**src/rtl/core_clk_ctrl.sv**
```systemverilog
// Per-core clock-gating policy: gates an idle core after a run of idle samples,
// wakes it the edge after work appears, and accumulates gated core-cycles.

module core_clk_ctrl_lane #(
  parameter int IDLE_THRESH = 4,
  parameter int MIN_ON      = 2
) (
  input  logic clk,
  input  logic rst,
  input  logic enable,
  input  logic idle,
  input  logic force_off,
  output logic gated,
  output logic wake
);
  localparam int IW = (IDLE_THRESH > 1) ? $clog2(IDLE_THRESH) : 1;
  localparam int HW = (MIN_ON > 1) ? $clog2(MIN_ON) : 1;

  typedef enum logic [1:0] {RUN, GATED, WAKE} state_t;

  state_t        state, state_nxt;
  logic [IW-1:0] idle_cnt, idle_cnt_nxt;
  logic [HW-1:0] hold_cnt, hold_cnt_nxt;
  logic          wake_nxt;

  always_ff @(posedge clk or posedge rst) begin
    if (rst) begin
      state    <= RUN;
      idle_cnt <= '0;
      hold_cnt <= '0;
      wake     <= 1'b0;
    end else begin
      state    <= state_nxt;
      idle_cnt <= idle_cnt_nxt;
      hold_cnt <= hold_cnt_nxt;
      wake     <= wake_nxt;
    end
  end

  always_comb begin
    state_nxt    = state;
    idle_cnt_nxt = idle_cnt;
    hold_cnt_nxt = hold_cnt;
    wake_nxt     = 1'b0;
    if (!enable) begin
      state_nxt    = RUN;
      idle_cnt_nxt = '0;
      hold_cnt_nxt = '0;
    end else if (force_off) begin
      // forced gating never pulses wake; release re-enters the normal GATED rule
      state_nxt    = GATED;
      idle_cnt_nxt = '0;
      hold_cnt_nxt = '0;
    end else begin
      case (state)
        RUN: begin
          if (!idle) idle_cnt_nxt = '0;
          else if (idle_cnt == IW'(IDLE_THRESH - 1)) begin
            state_nxt    = GATED;
            idle_cnt_nxt = '0;
          end else idle_cnt_nxt = idle_cnt + IW'(1);
        end
        GATED: begin
          if (!idle) begin
            state_nxt    = WAKE;
            hold_cnt_nxt = HW'(MIN_ON - 1);
            wake_nxt     = 1'b1;
          end
        end
        WAKE: begin
          if (hold_cnt == '0) begin
            state_nxt    = RUN;
            idle_cnt_nxt = '0;
          end else hold_cnt_nxt = hold_cnt - HW'(1);
        end
        default: state_nxt = RUN;
      endcase
    end
  end

  assign gated = (state == GATED);
endmodule

module core_clk_ctrl #(
  parameter int IDLE_THRESH = 4,
  parameter int MIN_ON      = 2,
  parameter int CNT_W       = 16
) (
  input  logic             clk,
  input  logic             rst,
  input  logic             enable,
  input  logic [3:0]       data_empty,
  input  logic [3:0]       data_full,
  input  logic             wr_en0,
  input  logic             wr_en1,
  input  logic             wr_en2,
  input  logic             wr_en3,
  input  logic [3:0]       force_off,
  output logic [3:0]       clock_disable,
  output logic [3:0]       wake_event,
  output logic [CNT_W-1:0] gated_cycles
);
  localparam int NUM_CORES = 4;

  logic [NUM_CORES-1:0] wr_en, idle;
  logic [2:0]           pop;
  logic [CNT_W+2:0]     sum;
  logic [CNT_W-1:0]     gated_cycles_nxt;

  assign wr_en = {wr_en3, wr_en2, wr_en1, wr_en0};
  // a full FIFO is never empty, so the full term only reinforces non-idle
  assign idle  = data_empty & ~data_full & ~wr_en;

  for (genvar i = 0; i < NUM_CORES; i++) begin : g_lane
    core_clk_ctrl_lane #(.IDLE_THRESH(IDLE_THRESH), .MIN_ON(MIN_ON)) u_lane (
      .clk      (clk),
      .rst      (rst),
      .enable   (enable),
      .idle     (idle[i]),
      .force_off(force_off[i]),
      .gated    (clock_disable[i]),
      .wake     (wake_event[i])
    );
  end

  always_comb begin
    pop = '0;
    for (int i = 0; i < NUM_CORES; i++) pop = pop + {2'b00, clock_disable[i]};
    sum = {3'b000, gated_cycles} + {{CNT_W{1'b0}}, pop};
    if (sum > {3'b000, {CNT_W{1'b1}}}) gated_cycles_nxt = '1;
    else                               gated_cycles_nxt = sum[CNT_W-1:0];
  end

  always_ff @(posedge clk or posedge rst) begin
    if (rst)         gated_cycles <= '0;
    else if (enable) gated_cycles <= gated_cycles_nxt;
  end
endmodule

```
**config.mk**
```make
export PLATFORM = sky130hd
export DESIGN_NAME = core_clk_ctrl
export DESIGN_NICKNAME = d
export VERILOG_FILES = /design/src/rtl/core_clk_ctrl.sv
export SDC_FILE = /design/constraint.sdc
export NUM_CORES = 1
export LEC_CHECK = 0
export BUFFER_PORTS_ARGS = -buffer_cell sky130_fd_sc_hd__buf_2
export CAP_MARGIN = 20
export CORE_MARGIN = 1.5
export CORE_UTILIZATION = 40
export DETAILED_ROUTE_END_ITERATION = 8
export GPL_ROUTABILITY_DRIVEN = 0
export PLACE_DENSITY = 0.67
export SLEW_MARGIN = 20
export SYNTH_ARGS = -nofsm -noshare
export SYNTH_HDL_FRONTEND = slang
export SYNTH_SLANG_ARGS = --single-unit
```
**constraint.sdc**
```tcl
create_clock -name clk -period 2.4 [get_ports clk]
set_input_delay 0 -clock clk [delete_from_list [all_inputs] [get_ports clk]]
set_output_delay 0 -clock clk [all_outputs]
set_load 0.01 [all_outputs]
```
==> results by group, run 1 <==
STA
  – Max-slew violation count: 0
  – Fmax: 435 MHz
  – Post-route clock skew: around 3.3 ps
  – Final setup TNS: 0 ps
  – # setup viols final: 0
  – Period utilization: a little over nine tenths
  – Hold WS: 28.4 ps
  – Final hold violation count: 0
  – Final period demand of the worst path: around 2300 ps
  – Slew margin rel.: 65.1%
  – Slew at the pin closest to its max-slew limit: 517 ps
  – RSZ-0062 raised after global routing: yes

Finish
  – Ant. Diodes: 0
  – Commonest non-fill, non-tap cells in the layout: 42 x buf_2, 40 x dfrtp_1, 23 x nand2_1
  – Nets: ~350
  – Most common cell after layout, fill and taps aside: buf_2
  – Final Non-Filler Cells: around 380
  – Synth-to-layout area growth: 22.4%
  – Ratio of cells with drive above 1 in the final layout: 28.4%
  – Final Util: 51.0%

Worst setup path
  – Crit path cell chain: inv_2, ha_4, xor2_4, xnor2_2, fa_2, inv_2, fa_2, nand3_4, nor2_4, buf_4, and4b_1, a21oi_1
  – Crit path capture type: flip-flop
  – Required time worst endpoint: 2620 ps
  – CP delay by family, top: adder cells
  – CP max stage cell: dfrtp_1
  – Setup CP Type: reg -> reg
  – WP buf/inv: 3
  – CP arrival: 2520 ps
  – CP Launch Type: flip-flop
  – Crit-path max cell delay: 390 ps
  – Crit-path max FO: 5

Run status
  – Status: complete, no violations

Yosys
  – Post-Syn Area per Cell: roughly 10 um2
  – Ys async rst share: 100%
  – Mapped Area: 2460 um2
  – Sequential area share after synthesis: 40.6%
  – Cells after Synth: approximately 240
  – Syn nets: 288
  – YS warnings: 0
  – Synth cell types: 43
  – Post-synth EDFFs: 0
  – Synthesized flop and latch total: 40
  – Most used DFF post-synth: dfrtp_1

Clock tree
  – H-tree depth: 2
  – Clock Path Buffers: 2
  – TritonCTS clock tree: done
  – CTS Buf Count: 5
  – Root Driver: clkbuf_8
  – Clk sink count: 40
  – Reg clk slew, reported paths: around 80 ps
  – Worst skew pair latency: 290 ps

Global routing
  – Largest net degree at the start of global routing: 41
  – First-pass GRT wire length: 8200 um
  – Antenna violations before repair: 0
  – Vias in the first global route: 1891
  – Grt ovf: 0
  – GRT Total Usage: between 10% and 20%

Power and ir drop
  – Clock power share: 23.7%
  – PwrDens: between 600 and 700 nW/um2
  – Net switching power: roughly 670 uW
  – Reg power frac: 43.3%
  – Combinational fraction of design power: 33.0%
  – Sw Share: 34.1%
  – Int Pwr: 1300 uW
  – Lkg Pwr: 0.00148 uW
  – Peak VDD IR: 0.344 mV

Drt
  – DRC violation count after routing: 0
  – Post-Route M1 WL: 2270 um
  – DR iter-0 viols: 76
  – Top sig layer: met4
  – Via-to-Cell Ratio: 5.24
  – Final ANT Viol Nets: 0
  – WL/cell: 13.2 um
  – Final wirelength: 4990 um
  – DR vias: 1980
  – Pre-antenna DRT Iters: 4
  – Metal2 WL: 2440 um
  – Met3 WL: 230 um

Floorplanning
  – Die width: between 80 and 90 um
  – Die height: 81.5 um
  – I/O Pins: 43
  – Rows: 28
  – Starting Density: 41.6%
  – Die area: 6640 um2
  – Core Region: 5920 um2

Min path
  – Hold Crit Class: in -> reg

Placement
  – Buffers on Ports: 42
  – DP Wirelength: 3700 um
  – Post-placement cell count: 367

Job
  – Max-Cap Viols: 0
-- per-stage QoR --
step | area, um2 | power [uW] | setup WS, ps
after CTS | 2990 | 1950 | 11.0
after floorplan | 2490 | 1230 | 11.1
after global placement | 2850 | 1460 | 25.1
final | 3020 | 1980 | 102
after detailed placement | 2850 | 1470 | -31.0
after global routing | 3020 | 2130 | -11.1
-- per-layer routing --
layer / track usage (%) / vias to the layer above
met1: 19.6 / 955
li1: - / 982
met4: 4.14 / 0
met2: 28.2 / 38
met5: 0 / -
met3: 4.33 / 5
-- logic make-up (layout without fill, tap and decap cells) --
group           Yosys count  after routing  share of synthesized area [%]
simple gates             91             91                           21.2
compound gates           41             41                           12.7
flops                    40             40                           40.6
buf+inv                  30             89                           5.89
fa+ha+maj                25             25                           13.3
xor+xnor                 11             11                           3.91
mux                       6              6                           2.44
-- worst paths after layout --
path,start,slack (ps),to,cells after the start
max,g_lane[0].u_lane.state[1],100,gated_cycles[14],12
min,force_off[0],30,g_lane[0].u_lane.state[0],2
max reg2reg,g_lane[0].u_lane.state[1],100,gated_cycles[14],12
min reg2reg,g_lane[3].u_lane.idle_cnt[1],490,g_lane[3].u_lane.idle_cnt[1],2
max in group asynchronous,rst,1670,g_lane[0].u_lane.hold_cnt,4
min in group asynchronous,rst,380,g_lane[3].u_lane.wake,4
-- sequential cells by signal (all words and copies together), names as in the netlist --
register,count
g_lane.u_lane.state,8
g_lane.u_lane.wake,4
g_lane.u_lane.hold_cnt,4
gated_cycles,16
g_lane.u_lane.idle_cnt,8
-- cell usage after synthesis (5+ instances only) --
master / instances / area (um2)
nand2_1: 23 / 86.3
buf_4: 8 / 60.1
a21oi_1: 5 / 25.0
nand3_1: 7 / 35.0
xor2_1: 7 / 61.3
ha_1: 23 / 288
dfrtp_1: 40 / 1000
inv_1: 19 / 71.3
nor2_1: 21 / 78.8
a22o_1: 7 / 61.3
mux2i_1: 6 / 60.1
o21ai_0: 9 / 45.0
-- power by group through the flow --
stage / Clock (uW) / Combinational (uW) / Sequential [uW]
floorplan: 0 / 363 / 871
global placement: 0 / 604 / 854
detailed placement: 0 / 614 / 853
CTS: 487 / 623 / 844
global route: 522 / 735 / 873
finish: 470 / 652 / 856
-- final cells by class --
class                           instances  area, um2
Fill cell                             556       2900
Clock buffer                            6       82.6
Multi-Input combinational cell        174       1390
Timing Repair Buffer                   62        368
Clock inverter                          2       10.0
Tap cell                               75       93.8
Inverter                               19       71.3
Sequential cell                        40       1000
-- timing repair --
| action | 4_1_cts | 5_1_grt |
|---|---|---|
| resized for setup | 3 | 6 |
| pin swaps | 1 | 3 |
| gates cloned | 0 | 0 |
| hold endpoints to repair | 42 | 0 |
| endpoints found under the setup margin | 2 | 14 |
| hold buffers | 3 | 0 |
| buffers inserted | 0 | 0 |
(Power assumes the default switching activity.)
==> run 2: changes to the inputs <==
CORE_UTILIZATION = 55   (was 40)
PLACE_DENSITY = 0.83   (was 0.67)
clock period = 2.9 ns   (was 2.4 ns; I/O delays follow)
==> results by group, run 2 (synthesis gave the netlist of run 1 again) <==
Worst setup path
  – Flop2flop setup slack: 150 ps
  – Crit-path max FO: 5
  – Crit path capture type: flip-flop
  – Setup CP Type: reg -> reg
  – Reg2Reg Depth: 12
  – CP Launch Type: flip-flop
  – Reg-to-reg critical path startpoint: g_lane[0].u_lane.state[1]
  – CP arrival: between 2000 and 3000 ps
  – FF-to-FF End: gated_cycles[14]
  – Required time worst endpoint: 3070 ps

Drt
  – DRC violation count after routing: 0
  – DR vias: 1898
  – Final ANT Viol Nets: 0
  – DR iter-0 viols: 89
  – Via-to-Cell Ratio: about 5.6
  – Final wirelength: about 4800 um
  – Pre-antenna DRT Iters: 4
  – WL/cell: 14.1 um

Power and ir drop
  – Clock power share: 22.9%
  – Int Pwr: 987 uW
  – Peak VDD IR: between 0.3 and 0.4 mV
  – Tot Pwr: 1500 uW
  – Net switching power: between 500 and 600 uW
  – PwrDens: about 540 nW/um2
  – Lkg Pwr: 0.00140 uW
  – Reg power frac: 46.7%
  – Combinational fraction of design power: a little over 30%
  – Sw Share: 34.2%

Finish
  – Final Non-Filler Cells: 339
  – Commonest non-fill, non-tap cells in the layout: 42 x buf_2, 40 x dfrtp_1, 23 x nand2_1, 23 x ha_1, 21 x nor2_1
  – Final Util: 64.8%
  – Synth-to-layout area growth: 13.7%
  – Most common cell after layout, fill and taps aside: buf_2
  – Nets: 331
  – Largest Register: gated_cycles
  – Max FFs per register: 16
  – Ant. Diodes: 0
  – Ratio of cells with drive above 1 in the final layout: 20.9%
  – Largest regs: gated_cycles (16), g_lane.u_lane.idle_cnt (8), g_lane.u_lane.state (8)
  – Final Cell Area: 2800 um2

Floorplanning
  – Starting Density: 57.0%
  – Rows: 24
  – Die height: 69.9 um
  – Die area: 4890 um2
  – Die width: 69.9 um
  – I/O Pins: 43
  – Core Region: 4320 um2

Job
  – Max-Cap Viols: 0

Global routing
  – Largest net degree at the start of global routing: 41
  – Antenna violations before repair: 0
  – Vias in the first global route: 1875
  – Grt ovf: 0
  – GRT Total Usage: 21.2%
  – First-pass GRT wire length: 8390 um

Clock tree
  – Clk sink count: 40
  – CTS Buf Count: 5
  – TritonCTS clock tree: done
  – Reg clk slew, reported paths: 80 ps
  – Setup Buffers After CTS: 0
  – Clock Path Buffers: 2
  – Worst skew pair latency: 290 ps
  – H-tree depth: 2
  – Root Driver: clkbuf_8

STA
  – Fmax: 364 MHz
  – Hold WS: 5.68 ps
  – Final hold violation count: 0
  – Final period demand of the worst path: 2750 ps
  – Post-route clock skew: 10.5 ps
  – Slew at the pin closest to its max-slew limit: approximately 600 ps
  – Slew margin rel.: 59.9%
  – # setup viols final: 0
  – RSZ-0062 raised after global routing: yes
  – Max-slew violation count: 0
  – Period utilization: 94.8%

Min path
  – WHS Path Cells: 2
  – Hold Crit Start: force_off[0]
  – Worst hold endpoint: g_lane[0].u_lane.state[0]
  – Hold Crit Class: in -> reg

Run status
  – Status: complete, no violations

Placement
  – DP Area: 2680 um2
  – Buffers on Ports: 42
  – Post-placement cell count: approximately 330
  – DP Wirelength: around 3600 um
run 2: changes by cell type in the layout (fill, tap and decap cells not counted), sizes merged:
cell,change
buf,-15
clkinv,-1
run 2: worst max-delay path by stage:
stage / startpoint / end / slack (ps) / cells past startpoint
after floorplan: g_lane[0].u_lane.state[1] / gated_cycles[1] / 390 / 12
after global placement: g_lane[0].u_lane.state[1] / gated_cycles[6] / 200 / 11
after detailed placement: g_lane[0].u_lane.state[1] / gated_cycles[6] / 70 / 11
after CTS: g_lane[0].u_lane.state[1] / gated_cycles[6] / 30 / 11
after global routing: g_lane[0].u_lane.state[1] / gated_cycles[6] / -30 / 11
final: g_lane[0].u_lane.state[1] / gated_cycles[14] / 150 / 12
run 2: power by group through the flow:
| stage | Combinational (uW) | Sequential (uW) | Clock (uW) |
|---|---|---|---|
| 2_1_floorplan | 291 | 716 | 0 |
| 3_3_place_gp | 418 | 707 | 0 |
| 3_5_place_dp | 444 | 709 | 0 |
| 4_1_cts | 454 | 699 | 355 |
| 5_1_grt | 513 | 713 | 380 |
| 6_report | 454 | 701 | 344 |
run 2: layer usage:
layer  global-route usage, %  part of all wire [%]  vias to the layer above
li1                        -                     -                      946
met1                    28.2                    47                      917
met2                    35.2                    49                       30
met3                    4.62                   3.6                        5
met4                    5.56                  0.67                        0
met5                       0                     0                        -
run 2: worst max-delay path, cell delays in order, from the launching register on:
cell	delay, ps
dfrtp_1	390
inv_1	140
ha_1	250
xor2_2	180
xnor2_1	120
fa_1	450
inv_1	90
fa_1	260
nand3_1	140
nor2_1	200
buf_4	170
and4b_1	180
a21oi_1	60
run 2: per-stage QoR:
stage                     setup WS [ps]  TNS [ps]
final                               150         0
after global routing              -28.6     -50.4
after CTS                          32.8         0
after detailed placement           66.2         0
after global placement              204         0
after floorplan                     389         0
run 2: layout make-up:
type                            count  area (um2)
Fill cell                         362        1520
Clock buffer                        6        72.6
Sequential cell                    40        1000
Clock inverter                      1        5.00
Timing Repair Buffer               47         255
Multi-Input combinational cell    174        1330
Tap cell                           52        65.1
Inverter                           19        71.3
run 2: what timing repair did:
action,4_1_cts,5_1_grt
gates resized for setup,0,2
setup endpoints to repair,0,13
hold buffers,2,1
endpoints found under the hold margin,41,1
